==> src/rtl/neo_strand_ctrl_p.sv <==
`default_nettype none
// neo_strand_ctrl_p: double-buffered WS2812-class strand driver (GRB/GRBW, NUM_PIXELS pixels).
// Optional macro NEO_BRIGHTNESS_EN adds a brightness input that scales bytes at snapshot time.
module neo_strand_ctrl_p #(
  parameter int NUM_PIXELS   = 8,
  parameter int COLORS       = 3,
  parameter int T0H          = 18,
  parameter int T1H          = 35,
  parameter int TBIT         = 63,
  parameter int RESET_CYCLES = 2500,
  localparam int PW = (NUM_PIXELS > 1) ? $clog2(NUM_PIXELS) : 1
) (
  input  logic          clock,
  input  logic          reset_n,
  input  logic [PW-1:0] pixel_index,
  input  logic [1:0]    color_index,
  input  logic [7:0]    color_level,
  input  logic          load_color,
  input  logic          send_it,
`ifdef NEO_BRIGHTNESS_EN
  input  logic [7:0]    brightness,
`endif
  output logic          neo_data,
  output logic          ready_to_load,
  output logic          ready_to_send,
  output logic          busy,
  output logic          done_send
);

  localparam int NBITS = NUM_PIXELS * COLORS * 8;
  localparam int CMAX  = (TBIT > RESET_CYCLES) ? TBIT : RESET_CYCLES;
  localparam int CW    = $clog2(CMAX + 1);
  localparam int BW    = $clog2(NBITS + 1);

  localparam logic [CW-1:0] C_T0H_M1  = CW'(T0H - 1);
  localparam logic [CW-1:0] C_T1H_M1  = CW'(T1H - 1);
  localparam logic [CW-1:0] C_TBIT_M1 = CW'(TBIT - 1);
  localparam logic [CW-1:0] C_RST_M1  = CW'(RESET_CYCLES - 1);
  localparam logic [BW-1:0] C_LAST    = BW'(NBITS - 1);

  localparam logic [1:0] S_IDLE    = 2'd0;
  localparam logic [1:0] S_SEND_HI = 2'd1;
  localparam logic [1:0] S_SEND_LO = 2'd2;
  localparam logic [1:0] S_LATCH   = 2'd3;

  logic [7:0]       r_load_buf [NUM_PIXELS][COLORS];
  logic [NBITS-1:0] r_shift;
  logic [NBITS-1:0] w_snap;
  logic [CW-1:0]    r_cnt;
  logic [BW-1:0]    r_bits;
  logic [1:0]       r_state;
  logic             r_neo;
  logic             r_done;
  logic             w_hi_end;

  // Wire order is G, R, B, W while the load buffer is indexed R, G, B, W.
  function automatic int f_slot(input int k);
    return (k == 0) ? 1 : ((k == 1) ? 0 : k);
  endfunction

`ifdef NEO_BRIGHTNESS_EN
  function automatic logic [7:0] f_scale(input logic [7:0] lvl, input logic [7:0] br);
    logic [15:0] w_prod;
    w_prod = 16'(lvl) * (16'(br) + 16'd1);
    return w_prod[15:8];
  endfunction
`endif

  // Out-of-range pixel or color indices simply match no buffer entry.
  always_ff @(posedge clock or negedge reset_n) begin
    if (!reset_n) begin
      for (int p = 0; p < NUM_PIXELS; p++)
        for (int c = 0; c < COLORS; c++)
          r_load_buf[p][c] <= 8'h00;
    end else if (load_color) begin
      for (int p = 0; p < NUM_PIXELS; p++)
        for (int c = 0; c < COLORS; c++)
          if (pixel_index == PW'(p) && color_index == 2'(c))
            r_load_buf[p][c] <= color_level;
    end
  end

  always_comb begin
    w_snap = '0;
    for (int p = 0; p < NUM_PIXELS; p++) begin
      for (int k = 0; k < COLORS; k++) begin
`ifdef NEO_BRIGHTNESS_EN
        w_snap[NBITS-1-(p*COLORS+k)*8 -: 8] = f_scale(r_load_buf[p][f_slot(k)], brightness);
`else
        w_snap[NBITS-1-(p*COLORS+k)*8 -: 8] = r_load_buf[p][f_slot(k)];
`endif
      end
    end
  end

  assign w_hi_end = (r_cnt == (r_shift[NBITS-1] ? C_T1H_M1 : C_T0H_M1));

  // r_cnt runs across the whole bit period, so SEND_LO ends at TBIT regardless of the high time.
  always_ff @(posedge clock or negedge reset_n) begin
    if (!reset_n) begin
      r_state <= S_IDLE;
      r_shift <= '0;
      r_cnt   <= '0;
      r_bits  <= '0;
      r_neo   <= 1'b0;
      r_done  <= 1'b0;
    end else begin
      r_done <= 1'b0;
      case (r_state)
        S_IDLE: begin
          if (send_it) begin
            r_shift <= w_snap;
            r_cnt   <= '0;
            r_bits  <= '0;
            r_neo   <= 1'b1;
            r_state <= S_SEND_HI;
          end
        end
        S_SEND_HI: begin
          r_cnt <= r_cnt + CW'(1);
          if (w_hi_end) begin
            r_neo   <= 1'b0;
            r_state <= S_SEND_LO;
          end
        end
        S_SEND_LO: begin
          if (r_cnt == C_TBIT_M1) begin
            r_cnt <= '0;
            if (r_bits == C_LAST) begin
              r_state <= S_LATCH;
            end else begin
              r_shift <= {r_shift[NBITS-2:0], 1'b0};
              r_bits  <= r_bits + BW'(1);
              r_neo   <= 1'b1;
              r_state <= S_SEND_HI;
            end
          end else begin
            r_cnt <= r_cnt + CW'(1);
          end
        end
        S_LATCH: begin
          if (r_cnt == C_RST_M1) begin
            r_cnt   <= '0;
            r_done  <= 1'b1;
            r_state <= S_IDLE;
          end else begin
            r_cnt <= r_cnt + CW'(1);
          end
        end
        default: r_state <= S_IDLE;
      endcase
    end
  end

  assign neo_data      = r_neo;
  assign ready_to_load = 1'b1;
  assign ready_to_send = (r_state == S_IDLE);
  assign busy          = (r_state != S_IDLE);
  assign done_send     = r_done;

endmodule
`default_nettype wire

==> config.mk <==
export PLATFORM = sky130hd
export DESIGN_NAME = neo_strand_ctrl_p
export DESIGN_NICKNAME = d
export VERILOG_FILES = /design/src/rtl/neo_strand_ctrl_p.sv
export SDC_FILE = /design/constraint.sdc
export NUM_CORES = 1
export LEC_CHECK = 0
export CAP_MARGIN = 20
export CORE_UTILIZATION = 31
export CTS_BUF_LIST = sky130_fd_sc_hd__clkbuf_4 sky130_fd_sc_hd__clkbuf_8 sky130_fd_sc_hd__clkbuf_16
export DETAILED_ROUTE_END_ITERATION = 10
export PLACE_DENSITY = 0.43
export RECOVER_POWER = 100
export REMOVE_ABC_BUFFERS = 1
export SETUP_SLACK_MARGIN = 0.1
export SLEW_MARGIN = 20
export SYNTH_ARGS = -nofsm -noshare
export SYNTH_HDL_FRONTEND = slang
export SYNTH_SLANG_ARGS = --single-unit
==> constraint.sdc <==
create_clock -name clock -period 3.3 [get_ports clock]
set_input_delay 0.495 -clock clock [delete_from_list [all_inputs] [get_ports clock]]
set_output_delay 0.495 -clock clock [all_outputs]
set_load 0.005 [all_outputs]
; After elaboration in Yosys (flattened, before gate mapping)
; Cells that the tools add are included.
[classes]
add_sub_neg = 2
n_eq_ne = 21
mux = 26
reduce_logical = 57
[ops]
columns = op, count
row1 = $mux 192, 3
row2 = $pmux 192 s2, 1
row3 = $pmux 12 s4, 1
row4 = $reduce_and 2->1, 24
row5 = $mux 12, 3
row6 = $logic_and 1x1->1, 24
row7 = $mux 8, 3
row8 = $pmux 8 s2, 1
row9 = $add 12x1->12 const B, 1
row10 = $eq 12x12->1 const B, 1
row11 = $eq 12x6->1, 1
row12 = $eq 12x6->1 const B, 1
row13 = $eq 3x3->1 const B, 4
row14 = $mux 2, 5
row15 = $ne 2x2->1 const B, 5
row16 = $add 8x1->8 const B, 1
row17 = $eq 8x8->1 const B, 1
row18 = $pmux 2 s4, 1
row19 = $reduce_and 4->1, 2
row20 = $eq 2x2->1 const B, 3
row21 = $eq 3x2->1 const B, 2
row22 = $mux 1, 6
row23 = $mux 6, 1
row24 = $reduce_and 5->1, 1
row25 = other kinds (7), 10
[word_totals]
reg_bits = 408
wordCells = 136

; Logic depth before layout (Yosys ltp)
[depth]
ltp_word = 4
depth_mapped = 10
depth_no_buf = 7

; Least setup slack after synthesis
; OpenSTA, ideal clock, no wires.
[synth_timing]
kind = register to register
startpoint = reg r_cnt[6]
endpoint = reg r_cnt[2]
setup_time_ps = 156
arrival_ps = 2458
required_time_ps = 3144
slack_ps = 686
path_stages_with_launch = 7
path_buffers = 1
synth_period_minus_slack_ps = 2614
cell_sequence = dfrtp_1 or4_1 or4_1 buf_2 a21o_1 nor3_1 o32ai_1
[synth_between]
elab_chain_cells = 3
[synth_rtl]
columns = item, line
row1 = start: declaration, 49  ; logic [CW-1:0] r_cnt;
row2 = start signal: assignment, 120  ; r_cnt <= r_cnt + CW'(1);
row3 = start signal: assignment, 138  ; r_cnt <= r_cnt + CW'(1);
row4 = start signal: assignment, 147  ; r_cnt <= r_cnt + CW'(1);
row5 = $eq 12x12->1 or $eq 12x6->1 (tied branches), "142, 127"
row6 = "$mux 12, on equally long branches", "142, 127"
row7 = $pmux 12 s4 *, 109  ; case (r_state)
; Every way passes the cells marked *; elsewhere a longest branch is shown, timed or not.
; A chain may end at the register's enable or synchronous reset.

; Final worst setup path
[layout_timing]
startpoint = reg r_cnt[6]
endpoint = reg r_shift[85]
[layout_between]
elab_chain_cells = 3
[layout_rtl]
columns = item, line
row1 = $eq 12x6->1, 127  ; if (r_cnt == C_TBIT_M1) begin
row2 = $ne 2x2->1 (no line), n/a
row3 = $reduce_and 4->1 (no line), n/a
row4 = end signal: assignment, 112  ; r_shift <= w_snap;
row5 = end signal: assignment, 132  ; r_shift <= {r_shift[NBITS-2:0], 1'b0};
row6 = end: declaration, 47  ; logic [NBITS-1:0] r_shift;
; No other way between the ends.

==> flow_metrics.env <==
export IMPL_total_power_mw=16.5
export IMPL_synth_top_cell_area_share=0.594
export IMPL_synth_most_common_cell="nand2_1"
export IMPL_clock_sinks=408
export IMPL_post_cts_buffers=0
export IMPL_period_share=0.897
export IMPL_report_final_slew_viol_count=89
export IMPL_ioPinCount=22
export IMPL_dpl_instance_area_um2=18300
export IMPL_dp_cells=2299
export IMPL_irDropWorstVdd_v=0.000368
export IMPL_cp_end_kind="flop"
export IMPL_critical_path_top_delay_family="simple AND/OR/NAND/NOR gates"
export IMPL_postSynthAreaPerCell_um2=10.4
export IMPL_utilization=0.364
export IMPL_whs_path_depth=1
export IMPL_core_um2=54200
export IMPL_drive_gt1_frac=0.185
export IMPL_drt_iter0_drc=722
export IMPL_fin_crit_ps=2960
export IMPL_critPathKind="flop to flop"
export IMPL_violations="max-capacitance violations, max-slew violations"
export IMPL_track_usage=0.151
export IMPL_synth_common_cells="412 x nand2_1, 408 x dfrtp_1, 222 x nor2_1"
export IMPL_r2r_start="r_cnt[6]"
export IMPL_worstMarginPinSlew_ps=2250
export IMPL_holdWs_ps=503
export IMPL_cts_root_buffer="clkbuf_16"
export IMPL_ff2ff_setup_slack_ps=340
export IMPL_ys_seq_area_frac=0.594
export IMPL_yosys_area_top_type="dfrtp_1"
export IMPL_vias_per_cell=4.94
export IMPL_die_area_um2=56300
export IMPL_slew_headroom=-0.499
export IMPL_synth_warnings=0
export IMPL_synthDistinctLibCells=45
export IMPL_initial_core_util=0.317
export IMPL_cp_start_kind="flop"
export IMPL_die_w_um=237
export IMPL_cts_made_buffers=47
export IMPL_fin_tns_setup_ps=0
export IMPL_antenna_cells=0
export IMPL_fmax_mhz=338
export IMPL_post_cts_resized=0
export IMPL_rows=85
export IMPL_max_stage_delay_ps=680
export IMPL_nets=1673
export IMPL_clk_pin_slew_worst_paths_ps=60
export IMPL_hpwl_um=20700
export IMPL_r2r_cells=7
export IMPL_totalWireLength_um=40600
export IMPL_skew_ps=11.7
export IMPL_cts_tree="done"
export IMPL_cts_buffer_depth=3
export IMPL_htree_levels=2
export IMPL_grt_overflow=0
export IMPL_drc=0
export IMPL_drt_pass1_iterations=5
export IMPL_fillers=5466
export IMPL_arrival_ps=3440
export IMPL_final_cells=2384
export IMPL_drv_cap=1
export IMPL_grt_pass1_wl_um=67300
export IMPL_p_leak_nw=8.38
export IMPL_setup_ws_ps=338
export IMPL_first_global_vias=11985
export IMPL_ys_ff_latch=408
export IMPL_required_ps=3780
export IMPL_hold_viol=0
export IMPL_num_vias=11766
export IMPL_r2r_end="r_shift[85]"
export IMPL_grt_max_degree=194
export IMPL_status="finished with violations"
export IMPL_setup_violations=0
export IMPL_place_congestion=0.747
export IMPL_crit_chain="or4_1, or4_1, o31ai_4, buf_12, buf_12, nor2_1, a31oi_1"
export IMPL_io_buffers=20
export IMPL_antenna_found_initial=1
export IMPL_syn_area_um2=17200
export IMPL_slowest_stage="or4_1"
export IMPL_dieHeight_um=237
export IMPL_powerDensity_nw_per_um2=835
export IMPL_wire_per_inst_um=17.0
export IMPL_cp_num_buf_inv=2
export IMPL_ys_flop_type="dfrtp_1"
export IMPL_worstPathMaxFanout=68
export IMPL_startpoint="r_cnt[6]"
export IMPL_area_growth_pct=14.9
export IMPL_insertion_delay_ps=560
export IMPL_postLayoutCellArea_um2=19700
export IMPL_worstHoldPathType="flop to flop"
export IMPL_synth_edf_count=0
export IMPL_async_reset_ff_frac=1.00
export IMPL_path_depth=7
export IMPL_rsz0062_at_grt="no"
export IMPL_worstSetupEndpoint="r_shift[85]"
export IMPL_post_place_ws_ps=349
export IMPL_ant_nets=0
export IMPL_synthCells=1651
export IMPL_yosys_top_cells_area="dfrtp_1 59%, mux2_2 13%, nand2_1 9.0%, a31oi_1 7.0%, nor2_1 4.9%"
-- worst register-to-register path: cells and delay by family, from the launching register on --
kind                   cells  cell delay (ps)
and+or+nand+nor            3             1320
buffers and inverters      2              680
AOI/OAI and AO/OA          2              460
DFF                        1              420
-- report_power, final --
part / internal (mW) / total (mW) / leakage (nW) / switching, mW
logic: 1.65 / 3.73 / 2.62 / 2.08
clock network: 3.01 / 5.08 / 0.765 / 2.07
registers: 6.76 / 7.68 / 5.00 / 0.923
-- placed cells by master (no fill, tap or decap), drive strengths merged, types with 5 or more instances in the layout --
cell type	count
o21ai	10
mux2	192
dfrtp	408
nor2	222
inv	6
dlygate4sd3	9
a31oi	192
nand2	412
clkinv	8
buf	27
a21oi	10
nor3	10
nand3	11
clkbuf	91
clkdlybuf4s50	11
and3	5
-- timing repair --
item                                   4_1_cts  5_1_grt
setup endpoints to repair                    0        0
endpoints found under the hold margin       20        0
hold buffers                                 1        0
-- worst min path at each step --
stage | slack [ps] | start | to
detailed placement | 490 | r_load_buf[0] | r_shift[0]
global route | 510 | r_load_buf[73] | r_load_buf[73]
floorplan | 200 | reset_n | done_send
global placement | 490 | r_load_buf[185] | r_load_buf[185]
CTS | 510 | r_load_buf[176] | r_load_buf[176]
finish | 500 | r_load_buf[42] | r_load_buf[42]
-- sequential cells by signal, summed over array words and instances, names as in the netlist --
| register | count |
|---|---|
| r_load_buf | 192 |
| r_cnt | 12 |
| r_shift | 192 |
| r_bits | 8 |
| r_state | 2 |
| neo_data | 1 |
| done_send | 1 |
-- kinds of logic after synthesis --
| kind of cell | Yosys count | share of synthesized area |
|---|---|---|
| compound gates | 231 | 0.0857 |
| xor+xnor | 1 | 0.000510 |
| fa+ha+maj | 3 | 0.00219 |
| buf+inv | 118 | 0.0289 |
| flops | 408 | 0.594 |
| mux | 194 | 0.127 |
| other cells | 1 | 0.000218 |
| simple gates | 695 | 0.161 |
-- metal layers --
layer	vias to the layer above	share of wire	track usage
met5	-	0	0
met4	0	0.017	0.0422
met3	44	0.032	0.0229
met2	141	0.47	0.247
met1	5937	0.48	0.207
li1	5644	-	-
-- layout make-up --
| class | count | area [µm²] | share of cell area |
|---|---|---|---|
| tap | 696 | 871 | 0.0441 |
| multi-input combinational | 1125 | 6480 | 0.328 |
| clock buffer | 72 | 1450 | 0.0732 |
| inverter | 5 | 18.8 | 0.000951 |
| timing repair buffer | 66 | 634 | 0.0321 |
| clock inverter | 12 | 78.8 | 0.00399 |
| sequential | 408 | 10200 | 0.517 |
No activity file was read; power rests on OpenSTA's default activity.
